`config.mk`:
```
export PLATFORM = sky130hd
export DESIGN_NAME = parking_occupancy
export DESIGN_NICKNAME = d
export VERILOG_FILES = /design/src/rtl/parking_occupancy.sv
export SDC_FILE = /design/constraint.sdc
export NUM_CORES = 1
export LEC_CHECK = 0
export ABC_AREA = 0
export CAP_MARGIN = 20
export CORE_MARGIN = 2
export CORE_UTILIZATION = 57
export DETAILED_ROUTE_END_ITERATION = 10
export PLACE_DENSITY = 0.77
export SLEW_MARGIN = 10
export SYNTH_ARGS = -nofsm -noshare
export SYNTH_HDL_FRONTEND = slang
export SYNTH_SLANG_ARGS = --single-unit
```
`constraint.sdc`:
```
create_clock -name clk -period 11.8 [get_ports clk]
set_clock_uncertainty 0.2 [all_clocks]
set_input_delay 1.77 -clock clk [delete_from_list [all_inputs] [get_ports clk]]
set_output_delay 1.77 -clock clk [all_outputs]
set_load 0.01 [all_outputs]
```
`src/rtl/parking_occupancy.sv`:
```
// Per-bay IR occupancy monitor: synchronise, debounce, mask, count and flag
// bay occupancy, with one-cycle arrival/departure pulses per bay.
module parking_occupancy #(
  parameter int N_SLOTS         = 6,
  parameter int DEBOUNCE_CYCLES = 100000,
  parameter int IR_ACTIVE_LOW   = 1,
  parameter int CNT_W           = $clog2(N_SLOTS + 1)
) (
  input  logic               clk,
  input  logic               rst,
  input  logic [N_SLOTS-1:0] ir,
  input  logic [N_SLOTS-1:0] slot_en,
  output logic [N_SLOTS-1:0] occupied,
  output logic [N_SLOTS-1:0] led,
  output logic [CNT_W-1:0]   occ_count,
  output logic [CNT_W-1:0]   free_count,
  output logic               full,
  output logic               empty,
  output logic [N_SLOTS-1:0] arrive,
  output logic [N_SLOTS-1:0] depart
);

  localparam int DB_W = (DEBOUNCE_CYCLES > 1) ? $clog2(DEBOUNCE_CYCLES) : 1;
  localparam logic [DB_W-1:0] DB_LAST = DB_W'(DEBOUNCE_CYCLES - 1);

  logic [N_SLOTS-1:0] present_raw;
  logic [N_SLOTS-1:0] s1, s2;
  logic [N_SLOTS-1:0] st, st_d;
  logic [DB_W-1:0]    cnt [N_SLOTS];
  logic [N_SLOTS-1:0] occ_next;
  logic [CNT_W-1:0]   en_count;

  function automatic logic [CNT_W-1:0] popcount(input logic [N_SLOTS-1:0] v);
    logic [CNT_W-1:0] c;
    c = '0;
    for (int unsigned i = 0; i < N_SLOTS; i++) c = c + CNT_W'(v[i]);
    return c;
  endfunction

  assign present_raw = (IR_ACTIVE_LOW != 0) ? ~ir : ir;

  // Synchroniser carries decoded presence, so the vacant level is 0.
  always_ff @(posedge clk) begin
    if (rst) begin
      s1 <= '0;
      s2 <= '0;
    end else begin
      s1 <= present_raw;
      s2 <= s1;
    end
  end

  always_ff @(posedge clk) begin
    if (rst) begin
      st <= '0;
      for (int unsigned i = 0; i < N_SLOTS; i++) cnt[i] <= '0;
    end else begin
      for (int unsigned i = 0; i < N_SLOTS; i++) begin
        if (s2[i] == st[i]) begin
          cnt[i] <= '0;
        end else if (cnt[i] == DB_LAST) begin
          st[i]  <= ~st[i];
          cnt[i] <= '0;
        end else begin
          cnt[i] <= cnt[i] + DB_W'(1);
        end
      end
    end
  end

  assign occ_next = st & slot_en;

  // Events follow st edges, not occupied edges, so masking never pulses.
  always_ff @(posedge clk) begin
    if (rst) begin
      st_d      <= '0;
      occupied  <= '0;
      arrive    <= '0;
      depart    <= '0;
      occ_count <= '0;
    end else begin
      st_d      <= st;
      occupied  <= occ_next;
      arrive    <= st & ~st_d & slot_en;
      depart    <= ~st & st_d & slot_en;
      occ_count <= popcount(occ_next);
    end
  end

  assign en_count = popcount(slot_en);

  // Guard covers the one cycle between a slot_en drop and the count update.
  always_comb begin
    free_count = '0;
    if (en_count > occ_count) free_count = en_count - occ_count;
  end

  assign led   = ~occupied;
  assign full  = (free_count == '0) && (en_count != '0);
  assign empty = (occ_count == '0);

endmodule

```
# --- Word-level counts from Yosys, hierarchy flattened ---
# Memories as Yosys holds them, arrays and structs flattened.
# Index checks and enable logic that the tools add are counted.
# W data, S select, Z words.
totals:
  reg_bits: 45
  ramBits: 102
  in_bits: 14
  output_inout_bits: 32
  elab_cells: 180
  n_memories: 1
mem_list:
  columns: ["memory", "depth", "width", "rd", "rd_ports_with_merged_regs", "wr", "line", "rtl"]
  rows:
  - ["cnt", 6, 17, 6, 0, 6, "29", "logic [DB_W-1:0] cnt [N_SLOTS];"]
classes:
  n_addsub: 17
  magnitude_cmp: 1
  n_eq_ne: 12
  muxes: 87
  n_bitwise: 39
  n_reduce_logical: 10
op_table:
  columns: ["cell", "n"]
  rows:
  - ["$mux W17", 18]
  - ["$add A17 B1 Y17 const B", 6]
  - ["$eq A17 B17 Y1 const B", 6]
  - ["$mux W1", 68]
  - ["$and A6 B6 Y6", 5]
  - ["$not A6 Y6", 4]
  - ["$add A3 B1 Y3", 6]
  - ["$or A1 B1 Y1", 18]
  - ["$not A1 Y1", 12]
  - ["$reduce_and A2 Y1", 6]
  - ["$add A2 B1 Y3", 2]
  - ["$eq A1 B1 Y1", 6]
  - ["$logic_not A3 Y1", 2]
  - ["$add A1 B1 Y2", 2]
  - ["$gt A3 B3 Y1", 1]
  - ["$mux W3", 1]
  - ["$reduce_bool A3 Y1", 1]
  - ["$sub A3 B3 Y3", 1]
  - ["$logic_and A1 B1 Y1", 1]

# --- Longest topological paths before layout ---
depth:
  ltp_word: 9
  mapped_depth: 13

# --- Worst setup path before layout ---
# OpenSTA, ideal clock, no wires.
synth_timing:
  path_type: "input port to output port"
  from: "in slot_en[0]"
  to: "out full"
  arrival_ps: 4743
  t_required_ps: 9830
  setup_slack_ps: 5087
  path_stages: 13
  n_path_buf: 0
  path_cell_list: "fa_1 > inv_1 > fa_1 > inv_1 > ha_1 > inv_1 > fa_1 > inv_1 > ha_1 > nor2b_1 > o21ai_0 > a21oi_1 > a221oi_1"
synth_between:
  elab_chain_len: 9
  elab_cells_between_ends: 11
  classes_between: "add/sub: 6; order compare: 1; mux: 1; reduce/logical: 3"
synth_rtl:
  columns: ["element", "line", "rtl"]
  rows:
  - ["start: declaration", "12", "input logic [N_SLOTS-1:0] slot_en,"]
  - ["$add A1 B1 Y2 (*)", "36", "for (int unsigned i = 0; i < N_SLOTS; i++) c = c + CNT_W'(v[i]);"]
  - ["$add A2 B1 Y3 (*)", "36", null]
  - ["$add A3 B1 Y3 (*) (3 in series)", "36", null]
  - ["$sub A3 B3 Y3 / $gt A3 B3 Y1 (equally long branches)", "95", "if (en_count > occ_count) free_count = en_count - occ_count;"]
  - ["$mux W3 (*)", "95", null]
  - ["via free_count[0]", "16", "output logic [CNT_W-1:0] free_count,"]
  - ["$logic_not A3 Y1 (*)", "99", "assign full = (free_count == '0) && (en_count != '0);"]
  - ["$logic_and A1 B1 Y1 (*)", "99", null]
  - ["end: declaration", "17", "output logic full,"]
# The timed path passes the listed nets; every way through them passes the cells marked *.

# --- Worst setup path in the final report ---
layout_timing:
  from: "in slot_en[1]"
  to: "out full"
layout_between:
  elab_chain_len: 9
  elab_cells_between_ends: 11
  classes_between: "add/sub: 6; order compare: 1; mux: 1; reduce/logical: 3"
layout_rtl:
  columns: ["element", "line"]
  rows:
  - ["$add A1 B1 Y2 (*)", "36"]
  - ["$add A2 B1 Y3 (*)", "36"]
  - ["$add A3 B1 Y3 (*) (3 in series)", "36"]
  - ["$sub A3 B3 Y3 / $gt A3 B3 Y1 (equally long branches)", "95"]
  - ["$mux W3", "95"]
  - ["$logic_not A3 Y1", "99"]
  - ["$logic_and A1 B1 Y1 (*)", "99"]
# Mark *: on every way between the ends. The rest lies on a longest branch, timed or not.

==> results.toml <==
[grt]
grt_overflow = 0
grt_max_degree = 41
grt_pass1_wl_mm = 22.2
antenna_found_initial = 0
grt_usage_pct = 20.7
first_global_vias = 5039

[worst_setup_path]
arrival_ns = 5.84
r2r_start = "st[0]"
rr_endpoint = "occ_count[1]"
worstPathRequired_ns = 9.83
crit_type = "in2out"
cp_common_cell = "inv_1"
r2r_cells = 8
cp_cell_sequence = "clkdlybuf4s50_1, fa_1, inv_1, fa_1, inv_1, ha_1, inv_1, fa_1, inv_1, ha_1, nor2b_1, o21ai_0, a32oi_1, a221oi_1, clkdlybuf4s50_1"
ff2ff_setup_slack_ns = 9.14
path_max_fanout = 4
slowest_delay_ns = 0.58
startpoint_type = "input pin"
cp-end-kind = "primary output"
slowest_stage = "clkdlybuf4s50_1"

[timing]
hold_violations = 0
finalCritPeriodShare_pct = 66.2
drv_slew = 0
worst_slew_pin_slew_ns = 0.648
relSlewSlack_pct = 56.8
finalSetupTns_ns = 0
rsz0062_at_grt = "false"
worst_slack_ns = 3.99
fmax_ghz = 0.128
whs_ns = 0.204
setup_viol = 0
period_needed_ns = 7.81

[synthesis]
yosysMostFrequentCell = "nor2_1"
ys_async_sr_fraction_pct = 0
synth_commonest_cells = "nor2_1, edfxtp_1, xnor2_1"
seq_area_frac_synth_pct = 54.2
synth_area_sq_mm = 0.00731
synthesis.instances = 689
synth.area.top_cells = "edfxtp_1, dfxtp_1, xnor2_1, nor2_1, xor2_1"
synth_top_area_share_pct = 41.9
ys_ff_latch = 147
synthFlopType = "edfxtp_1"
yosys_warnings = 0
synth_cell_types = 42
syn_area_per_cell_sq_um = 10.6
synth_top_area_cell = "edfxtp_1"
synth-edff-count = 102

[clocking]
clock_sinks = 147
cts_setup_buffers = 0
cts_tree = "yes"
clk_pin_slew_worst_paths_ns = 0.06
htree_levels = 4
cts_resized = 0
clock_path_buffers = 2
holdBufCountCts = 0
clkLatencyLatePin_ns = 0.42
cts_buffers = 17
root_buffer = "clkbuf_16"

[power]
swShare_pct = 21.9
seq_power_share_pct = 50.8
power_frac_comb_pct = 7.0
powerDensity_mw_per_mm2 = 131
peakVddDrop_v = 0.0000816
p_clk_share_pct = 42.2
totalPowerFinal_mw = 1.16
p_sw_mw = 0.254
leakage_nw = 3.15
internal_power_mw = 0.902

[routing]
wire_per_inst_microns = 12.8
drt_pass1_iterations = 5
dr.first_iter.drc_count = 356
vias = 5282
drc = 0
routed_wirelength_mm = 13.1
postRouteAntennaNets = 0
drt-vias-per-instance = 5.17

[placement]
place_inst = 989
pre_cts_ws_ns = 3.98
port_buffers = 45
dp_hpwl_mm = 9.40
globalplace.congestion = 0.852

[worst_hold_path]
worstHoldPathCells = 1
hp-start = "st_d[3]"
hold_class = "reg2reg"
min_to = "arrive[3]"

[finish]
syn_to_final_growth_pct = 20.5
layoutNonFillerInstCount = 1021
final_nets = 868
antenna_cells = 0
drive_gt1_share_pct = 4.36
fillers = 958

[die]
die_h_microns = 117
num_rows = 41
initial_utilization_pct = 58.2
coreArea_sq_mm = 0.0126
fp.dieArea_sq_mm = 0.0138
die_w_microns = 117
ioPinCount = 46

[status]
outcome = "complete, no violations"

[flow_run]
drv_cap = 0
-- critical path, delay by kind of cell --
family	cells	cell delay, ns
adder cells (fa/ha/maj)	5	1.95
AO/OA/AOI/OAI	3	0.66
AND/OR/NAND/NOR	1	0.14
buffers and inverters	6	1.30
-- through the flow --
step                      util [%]  instance area [sq um]
after CTS                     70.1                   8820
after detailed placement      65.9                   8280
after floorplan                  -                   7690
after global routing          70.1                   8820
after global placement        65.9                   8280
final                         70.1                   8820
-- power by group through the flow --
stage / sequential [mW] / clock [mW] / combinational [mW]
floorplan: 0.591 / 0 / 0.0558
global placement: 0.596 / 0 / 0.0764
detailed placement: 0.598 / 0 / 0.0794
CTS: 0.587 / 0.497 / 0.0801
global route: 0.590 / 0.519 / 0.0929
finish: 0.587 / 0.487 / 0.0808
-- flip-flops by register name, summed over array words and instances (netlist names) --
register and count:
s1 6, cnt 102, st_d 6, st 6, arrive 6, occ_count 3, s2 6, occupied 6
depart 6
-- cells in the final DEF, fill, tap and decap left out, drive strengths merged, types with 2 or more instances in the layout --
cell           count
a21oi             12
and2              10
and3              16
and4               5
clkbuf            27
clkdlybuf4s50     45
clkinv             4
conb             102
dfxtp             45
edfxtp           102
fa                 7
ha                11
inv               34
mux2i              2
nand2             33
nand2b             5
nand3             34
nand4             34
nor2             111
nor2b             23
nor3              17
nor4              22
nor4b              7
nor4bb            12
o21ai             12
o31ai              4
or2                4
or3                9
or4                7
xnor2             59
xor2              27
-- logic make-up after synthesis --
group	Yosys count	synth area share, %
AOI/OAI and AO/OA	31	2.62
adders and majority gates	18	3.80
other	1	0.0513
and+or+nand+nor	351	25.7
xor gates and xnor gates	86	10.3
muxes	3	0.428
DFF	147	54.2
buffers and inverters	52	2.89
-- per-layer routing --
metal  global-route usage [%]  part of all wire [%]  vias up  wire length, microns
met2                     34.2                    49      119                  6440
met1                     25.8                    45     2499                  5840
met4                     8.55                   1.6        0                   205
met3                     5.51                   4.5       16                   594
met5                        0                     0        -                     0
li1                         -                     -     2648                     -
-- cell type report --
class | count | area [sq um] | area share (%)
clock inverter | 5 | 25.0 | 0.284
clock buffer | 27 | 513 | 5.82
timing repair buffer | 46 | 458 | 5.19
sequential | 147 | 3960 | 45.0
tap | 172 | 215 | 2.44
multi-input combinational | 591 | 3520 | 39.9
inverter | 33 | 124 | 1.41
-- worst max path at each step --
stage               start    to  slack (ns)  cells after the start
3_3_place_gp   slot_en[1]  full        4.09                     15
3_5_place_dp   slot_en[1]  full        3.98                     15
6_report       slot_en[1]  full        3.99                     15
4_1_cts        slot_en[1]  full        3.98                     15
2_1_floorplan  slot_en[0]  full        5.09                     13
5_1_grt        slot_en[1]  full        3.72                     15
Power figures use the tool's default switching activity.
